===== config.mk =====
export PLATFORM = sky130hd
export DESIGN_NAME = zbt_pixel_reader
export DESIGN_NICKNAME = d
export VERILOG_FILES = /design/src/rtl/video_pkg.sv /design/src/rtl/delay_line.sv /design/src/rtl/zbt_pixel_reader.sv
export SDC_FILE = /design/constraint.sdc
export NUM_CORES = 1
export LEC_CHECK = 0
export BUFFER_PORTS_ARGS = -buffer_cell sky130_fd_sc_hd__buf_4
export CAP_MARGIN = 20
export CELL_PAD_IN_SITES_DETAIL_PLACEMENT = 0
export CELL_PAD_IN_SITES_GLOBAL_PLACEMENT = 1
export CORE_MARGIN = 5
export CORE_UTILIZATION = 37
export DETAILED_ROUTE_END_ITERATION = 6
export HOLD_SLACK_MARGIN = 0.1
export PLACE_DENSITY = 0.91
export SYNTH_ARGS = -nofsm -noshare
export SYNTH_HDL_FRONTEND = slang
export SYNTH_SLANG_ARGS = --single-unit

===== constraint.sdc =====
create_clock -name clk -period 1.8 [get_ports clk]
set_clock_uncertainty 0.1 [all_clocks]
set_input_delay 0.36 -clock clk [delete_from_list [all_inputs] [get_ports clk]]
set_output_delay 0.36 -clock clk [all_outputs]
set_load 0.005 [all_outputs]

===== src/rtl/video_pkg.sv =====
// Shared video/ZBT definitions for the NTSC frame store: pixel type, bus widths and the
// address packing used by both the capture writer and the display reader.
package video_pkg;

  localparam int unsigned ZbtAddrW = 19;
  localparam int unsigned ZbtDataW = 36;

  typedef logic [17:0]          rgb666_t;
  typedef logic [ZbtAddrW-1:0]  zbt_addr_t;
  typedef logic [ZbtDataW-1:0]  zbt_data_t;

  // sw=0: two pixels per word, 512 words per line; sw=1: one pixel per word, 256 per line.
  function automatic zbt_addr_t compose_addr(input logic sw, input logic [9:0] rx,
                                             input logic [9:0] ry);
    if (sw) begin
      return {1'b0, ry[9:1], ry[0], rx[7:0]};
    end
    return {ry[9:1], ry[0], rx[9:1]};
  endfunction

endpackage


===== src/rtl/delay_line.sv =====
// Fixed-depth shift register with a configurable synchronous reset value.
module delay_line #(
  parameter int unsigned      WIDTH     = 1,
  parameter int unsigned      DEPTH     = 1,
  parameter logic [WIDTH-1:0] RESET_VAL = '0
) (
  input  logic             clk,
  input  logic             reset_n,
  input  logic [WIDTH-1:0] i_d,
  output logic [WIDTH-1:0] o_q
);

  logic [WIDTH-1:0] r_stage [DEPTH];

  always_ff @(posedge clk) begin
    if (!reset_n) begin
      for (int i = 0; i < DEPTH; i++) begin
        r_stage[i] <= RESET_VAL;
      end
    end else begin
      r_stage[0] <= i_d;
      for (int i = 1; i < DEPTH; i++) begin
        r_stage[i] <= r_stage[i-1];
      end
    end
  end

  assign o_q = r_stage[DEPTH-1];

endmodule


===== src/rtl/zbt_pixel_reader.sv =====
// Display-side frame store reader: raster position to ZBT read address, then unpacks the
// returned words into RGB666 pixels with sync/blank delayed to match.
module zbt_pixel_reader
  import video_pkg::*;
#(
  parameter logic [10:0] H_ORIGIN   = 11'd0,
  parameter logic [9:0]  V_ORIGIN   = 10'd0,
  parameter logic [10:0] IMG_W      = 11'd720,
  parameter logic [9:0]  IMG_H      = 10'd480,
  parameter int unsigned RD_LATENCY = 2
) (
  input  logic        clk,
  input  logic        reset_n,
  input  logic        sw,
  input  logic [10:0] hcount,
  input  logic [9:0]  vcount,
  input  logic        hsync,
  input  logic        vsync,
  input  logic        blank,
  input  logic [35:0] vram_read_data,
  output logic [18:0] vram_addr,
  output logic [17:0] pixel,
  output logic        phsync,
  output logic        pvsync,
  output logic        pblank
);

  localparam int unsigned Lat = RD_LATENCY + 2;

  logic [10:0] w_rx;
  logic [10:0] w_ry;
  logic        w_inside;
  logic        w_tag_inside;
  logic        w_tag_rx0;
  logic        w_tag_sw;
  rgb666_t     w_sel;

  zbt_addr_t   r_vram_addr;
  rgb666_t     r_pixel;
  rgb666_t     r_word_buf;

  assign w_rx = hcount - H_ORIGIN;
  assign w_ry = {1'b0, vcount} - {1'b0, V_ORIGIN};

  assign w_inside = (hcount >= H_ORIGIN) & (w_rx < IMG_W) & (vcount >= V_ORIGIN) &
                    (w_ry < {1'b0, IMG_H}) & ~blank;

  // Address is frozen outside the image so the ZBT bus stays quiet during blanking.
  always_ff @(posedge clk) begin
    if (!reset_n) begin
      r_vram_addr <= '0;
    end else if (w_inside) begin
      r_vram_addr <= compose_addr(sw, w_rx[9:0], w_ry[9:0]);
    end
  end

  assign vram_addr = r_vram_addr;

  // Tag travels one stage for the address register plus the ZBT read latency.
  delay_line #(
    .WIDTH     (3),
    .DEPTH     (RD_LATENCY + 1),
    .RESET_VAL (3'b000)
  ) u_tag_pipe (
    .clk     (clk),
    .reset_n (reset_n),
    .i_d     ({w_inside, w_rx[0], sw}),
    .o_q     ({w_tag_inside, w_tag_rx0, w_tag_sw})
  );

  delay_line #(
    .WIDTH     (3),
    .DEPTH     (Lat),
    .RESET_VAL (3'b111)
  ) u_sync_pipe (
    .clk     (clk),
    .reset_n (reset_n),
    .i_d     ({hsync, vsync, blank}),
    .o_q     ({phsync, pvsync, pblank})
  );

  always_comb begin
    w_sel = vram_read_data[35:18];
    if (w_tag_sw) begin
      w_sel = vram_read_data[17:0];
    end else if (w_tag_rx0) begin
      w_sel = r_word_buf;
    end
  end

  // Only the right half of a pair word is needed later; the left half is used live.
  always_ff @(posedge clk) begin
    if (!reset_n) begin
      r_pixel    <= '0;
      r_word_buf <= '0;
    end else begin
      if (!w_tag_rx0 || w_tag_sw) begin
        r_word_buf <= vram_read_data[17:0];
      end
      if (w_tag_inside) begin
        r_pixel <= w_sel;
      end else begin
        r_pixel <= '0;
      end
    end
  end

  assign pixel = r_pixel;

endmodule


; Word-level counts from Yosys, hierarchy flattened
; Memory sizes are Yosys's and may differ from the RTL's.
; Index checks and enable logic that the tools add are counted.
[word_totals]
latchBits = 0
rom_bits = 0
regBits = 55
memories = 2
ram_bits = 21
inputBits = 63
elab_cells = 40
[op_classes]
n_div = 0
mul = 0
muxes = 16
reduce_logical = 3
magnitude_cmp = 4
add_sub_neg = 0
n_eq_ne = 0
shifts = 0
bitwise_logic = 12
[mem_list]
columns = name, words, word_bits, rd, rd_clocked_by_memory_dff, wr, line
row1 = u_sync_pipe.r_stage, 4, 3, 4, 0, 4, delay_line.sv:13  ; logic [WIDTH-1:0] r_stage [DEPTH];
row2 = u_tag_pipe.r_stage, 3, 3, 3, 0, 3, delay_line.sv:13
[ops]
columns = op, n
row1 = 19-bit 2-to-1 mux, 2
row2 = 18-bit 2-to-1 mux, 2
row3 = 3-bit 2-to-1 mux, 7
row4 = "11-bit by 1-bit greater-or-equal comparator with 1-bit output, second input constant", 1
row5 = "11-bit by 10-bit less-than comparator with 1-bit output, second input constant", 1
row6 = "10-bit by 1-bit greater-or-equal comparator with 1-bit output, second input constant", 1
row7 = "10-bit by 9-bit less-than comparator with 1-bit output, second input constant", 1
row8 = 1-bit bitwise OR, 7
row9 = 1-bit 2-to-1 mux, 5
row10 = 1-bit bitwise AND, 4
row11 = 2-bit AND reduction, 1
row12 = 1-bit zero test, 1
row13 = 1-bit logical OR, 1
row14 = 1-bit NOT, 1

; Depth between registers and ports, before layout
[logic_depth]
depth_word = 8
mapped_depth = 6
ltp_nobuf = 4

; Cells and area by module
; A second synthesis with hierarchy kept.
[hier_totals]
hier_cells = 312
area_unflattened_um2 = 3021.6
[by_module_without_submodules]
columns = mod, cells_each, area_per_inst_um2, instances
row1 = zbt_pixel_reader, 266, 2423.6, 1
row2 = delay_line (u_sync_pipe), 25, 339.1, 1
row3 = delay_line (u_tag_pipe), 21, 259.0, 1

; Worst setup path after synthesis
; OpenSTA, ideal clock, no wires.
[synth_timing]
path_type = in2reg
from = input vcount[7]
to = register r_vram_addr[10] (netlist: vram_addr[10])
path_stages = 6
required_time_ps = 1584
arrival_ps = 1211
path_slack_ps = 373
path_buffers = 2
setup_ps = 116
cell_sequence = and4_1 > nor4_2 > buf_4 > buf_4 > nand3_1 > o211a_1
[synth_between]
elab_chain_cells = 4
[synth_rtl]
columns = element, line
row1 = "start, declared", zbt_pixel_reader.sv:16  ; input logic [9:0] vcount,
row2 = 10-bit by 1-bit greater-or-equal comparator with 1-bit output, zbt_pixel_reader.sv:45  ; assign w_inside = (hcount >= H_ORIGIN) & (w_rx < IMG_W) & (vcount >= V_ORIGIN) &
row3 = 1-bit bitwise AND, zbt_pixel_reader.sv:45
row4 = 1-bit bitwise AND *, zbt_pixel_reader.sv:45
row5 = 1-bit bitwise AND *, zbt_pixel_reader.sv:46  ; (w_ry < {1'b0, IMG_H}) & ~blank;
row6 = "end signal, assigned", zbt_pixel_reader.sv:53  ; r_vram_addr <= compose_addr(sw, w_rx[9:0], w_ry[9:0]);
row7 = "end, declared", zbt_pixel_reader.sv:38  ; zbt_addr_t r_vram_addr;
; Every way passes the cells marked *; elsewhere a longest branch is shown, timed or not.
; A chain may end at the register's enable or synchronous reset.

==> flow_metrics.env <==
export IMPL_die_w_um=99.9
export IMPL_end_kind="flip-flop"
export IMPL_ys_warn_count=0
export IMPL_finalSetupTns_ns=0
export IMPL_fin_crit_ns=1.41
export IMPL_rows=32
export IMPL_viasPerCell=4.76
export IMPL_hold_path_startpoint="blank"
export IMPL_cts_clk_slew_worst_paths_ns=0.08
export IMPL_setup_viol=0
export IMPL_crit_slowest_cell="dfxtp_1"
export IMPL_ioPinCount=103
export IMPL_whs_endpoint="u_sync_pipe.r_stage[0][0]"
export IMPL_cap_violations=0
export IMPL_period_share=0.781
export IMPL_grt_pass1_wl_mm=11.3
export IMPL_rsz0062_at_grt="no"
export IMPL_synth_area_leader_cell="dfxtp_1"
export IMPL_required_ns=1.96
export IMPL_wire_per_inst_um=13.3
export IMPL_track_usage=0.139
export IMPL_ys_seq_area_frac=0.509
export IMPL_power_density_mw_per_mm2=864
export IMPL_drtPass1Iterations=4
export IMPL_numCtsBuffers=9
export IMPL_drt_wl_total_mm=6.94
export IMPL_netlist_area_mm2=0.00299
export IMPL_first_global_vias=2439
export IMPL_cp_max_fo=13
export IMPL_start_util=0.383
export IMPL_hpwl_mm=5.01
export IMPL_die_area_mm2=0.00998
export IMPL_outcome="complete, no violations"
export IMPL_io_buffers=102
export IMPL_timing_rr_start="u_tag_pipe.r_stage[0][7]"
export IMPL_relSlewSlack=0.535
export IMPL_p_leak_nw=2.02
export IMPL_cts_root_buf="clkbuf_8"
export IMPL_htreeDepth=3
export IMPL_clock_path_buffers=2
export IMPL_vias=2486
export IMPL_crit_arrival_ns=1.56
export IMPL_synth_cells=312
export IMPL_drtAntennaViolNets=0
export IMPL_core_mm2=0.00781
export IMPL_slew_viol_final=0
export IMPL_critPathBufInv=2
export IMPL_synth_cell_types=20
export IMPL_hold_violations=0
export IMPL_synthToLayoutAreaGrowth_pct=36.4
export IMPL_synth_seq_cells=76
export IMPL_overflow=0
export IMPL_hold_class="input port to flip-flop"
export IMPL_grt_max_degree=38
export IMPL_synth_area_leaders="dfxtp_1 51%, mux2i_1 12%, o211a_1 6.4%"
export IMPL_r2r_end="r_word_buf[1]"
export IMPL_final_common_cell="buf_4"
export IMPL_peakVddDrop_mv=0.412
export IMPL_critical_path_startpoint_type="flip-flop"
export IMPL_antenna_found_initial=0
export IMPL_final_cell_mix="115 x buf_4, 76 x dfxtp_1, 38 x nand2_1, 37 x nor2_1, 36 x mux2i_1"
export IMPL_min_path_cells=2
export IMPL_synth_top_area_share=0.509
export IMPL_drc_errors=0
export IMPL_die_height_um=99.9
export IMPL_regToRegSetupSlack_ns=0.39
export IMPL_slowest_delay_ns=0.35
export IMPL_drt_iter0_drc=54
export IMPL_crit_chain="buf_4, nor2b_1, buf_4, nand2_1, a21boi_0"
export IMPL_cts_resized=0
export IMPL_r2r_cells=5
export IMPL_syn_avg_cell_area_um2=9.58
export IMPL_tritoncts="done"
export IMPL_clk_latency_ns=0.33
export IMPL_criticalPathCategory="flip-flop to flip-flop"
export IMPL_tightest_slew_ns=0.697
export IMPL_fin_util=0.522
export IMPL_place_gp_congestion=0.754
export IMPL_diodes=0
export IMPL_syn_num_nets=375
export IMPL_crit_top_cell="buf_4"
export IMPL_fmax_ghz=0.711
export IMPL_cp_top_family="buffers and inverters"
export IMPL_drive_gt1_frac=0.314
export IMPL_clock_sinks=76
export IMPL_nNetsFinal=478
## through the flow
step	setup slack, ns	instances	cell area, um2	hold WS, ns	total power [W]
floorplan	0.373	312	2990	0.286	0.00199
global placement	0.202	504	3840	0.288	0.00217
detailed placement	0.157	504	3840	0.296	0.00218
CTS	0.386	522	4080	0.126	0.00357
global route	0.287	522	4080	0.139	0.00369
finish	0.394	522	4080	0.143	0.00352
## cells in the mapped netlist
cell type / count
buf_2: 5
o21ai_1: 1
mux2i_1: 36
a21oi_1: 18
buf_4: 10
nor2b_1: 1
a21boi_0: 18
clkbuf_1: 6
nor2_1: 37
nor4_2: 1
and3_1: 1
nand3_1: 18
nand2b_1: 13
o211a_1: 19
and4_1: 1
nand2_1: 38
buf_1: 3
and2_1: 9
dfxtp_1: 76
buf_6: 1
## how the worst max path moves through the flow
| stage | startpoint | to | slack [ns] | cells after the start |
|---|---|---|---|---|
| after floorplan | vcount[7] | vram_addr[10] | 0.37 | 6 |
| after global placement | vcount[7] | vram_addr[14] | 0.20 | 6 |
| after detailed placement | vcount[7] | vram_addr[5] | 0.16 | 6 |
| after CTS | u_tag_pipe.r_stage[0][7] | r_word_buf[11] | 0.39 | 5 |
| after global routing | u_tag_pipe.r_stage[0][7] | r_word_buf[11] | 0.29 | 5 |
| final | u_tag_pipe.r_stage[0][7] | r_word_buf[1] | 0.39 | 5 |
## cells by family after synthesis
family / Yosys count / synth area share
AO/OA/AOI/OAI: 56 / 0.141
multiplexers: 36 / 0.121
AND/OR/NAND/NOR: 119 / 0.182
buffers and inverters: 25 / 0.0485
flip-flops: 76 / 0.509
## layer usage
layer,vias to the layer above,part of all wire,track usage
li1,1265,-,-
met1,1128,0.46,0.182
met2,87,0.44,0.210
met4,0,0.011,0.0578
met5,-,0,0
met3,6,0.089,0.0452
## flip-flops by register name, summed over array words and instances, names as in the netlist
name                 count
u_tag_pipe.r_stage       9
u_sync_pipe.r_stage     12
pixel                   18
vram_addr               19
r_word_buf              18
## final cells by class
| type | instances | area, um2 |
|---|---|---|
| sequential | 76 | 1520 |
| clock inverter | 3 | 42.5 |
| tap | 102 | 128 |
| timing repair buffer | 117 | 883 |
| clock buffer | 13 | 179 |
| fill | 742 | 3730 |
| multi-input combinational | 211 | 1320 |
## worst reg2reg max path, delay by kind of cell (launching register included)
family,cells,cell delay [ns]
AO/OA/AOI/OAI,1,0.16
buffers and inverters,2,0.46
flip-flops,1,0.35
AND/OR/NAND/NOR,2,0.27
## power by group
part           internal, W  switching [W]
clock             0.000790       0.000591
combinational     0.000213       0.000163
sequential         0.00174      0.0000252
## timing repair
item,in CTS,in global routing
hold endpoints to repair,2,0
setup buffers,0,0
hold buffers,2,0
Note: power is estimated with default switching activity, not from simulation.
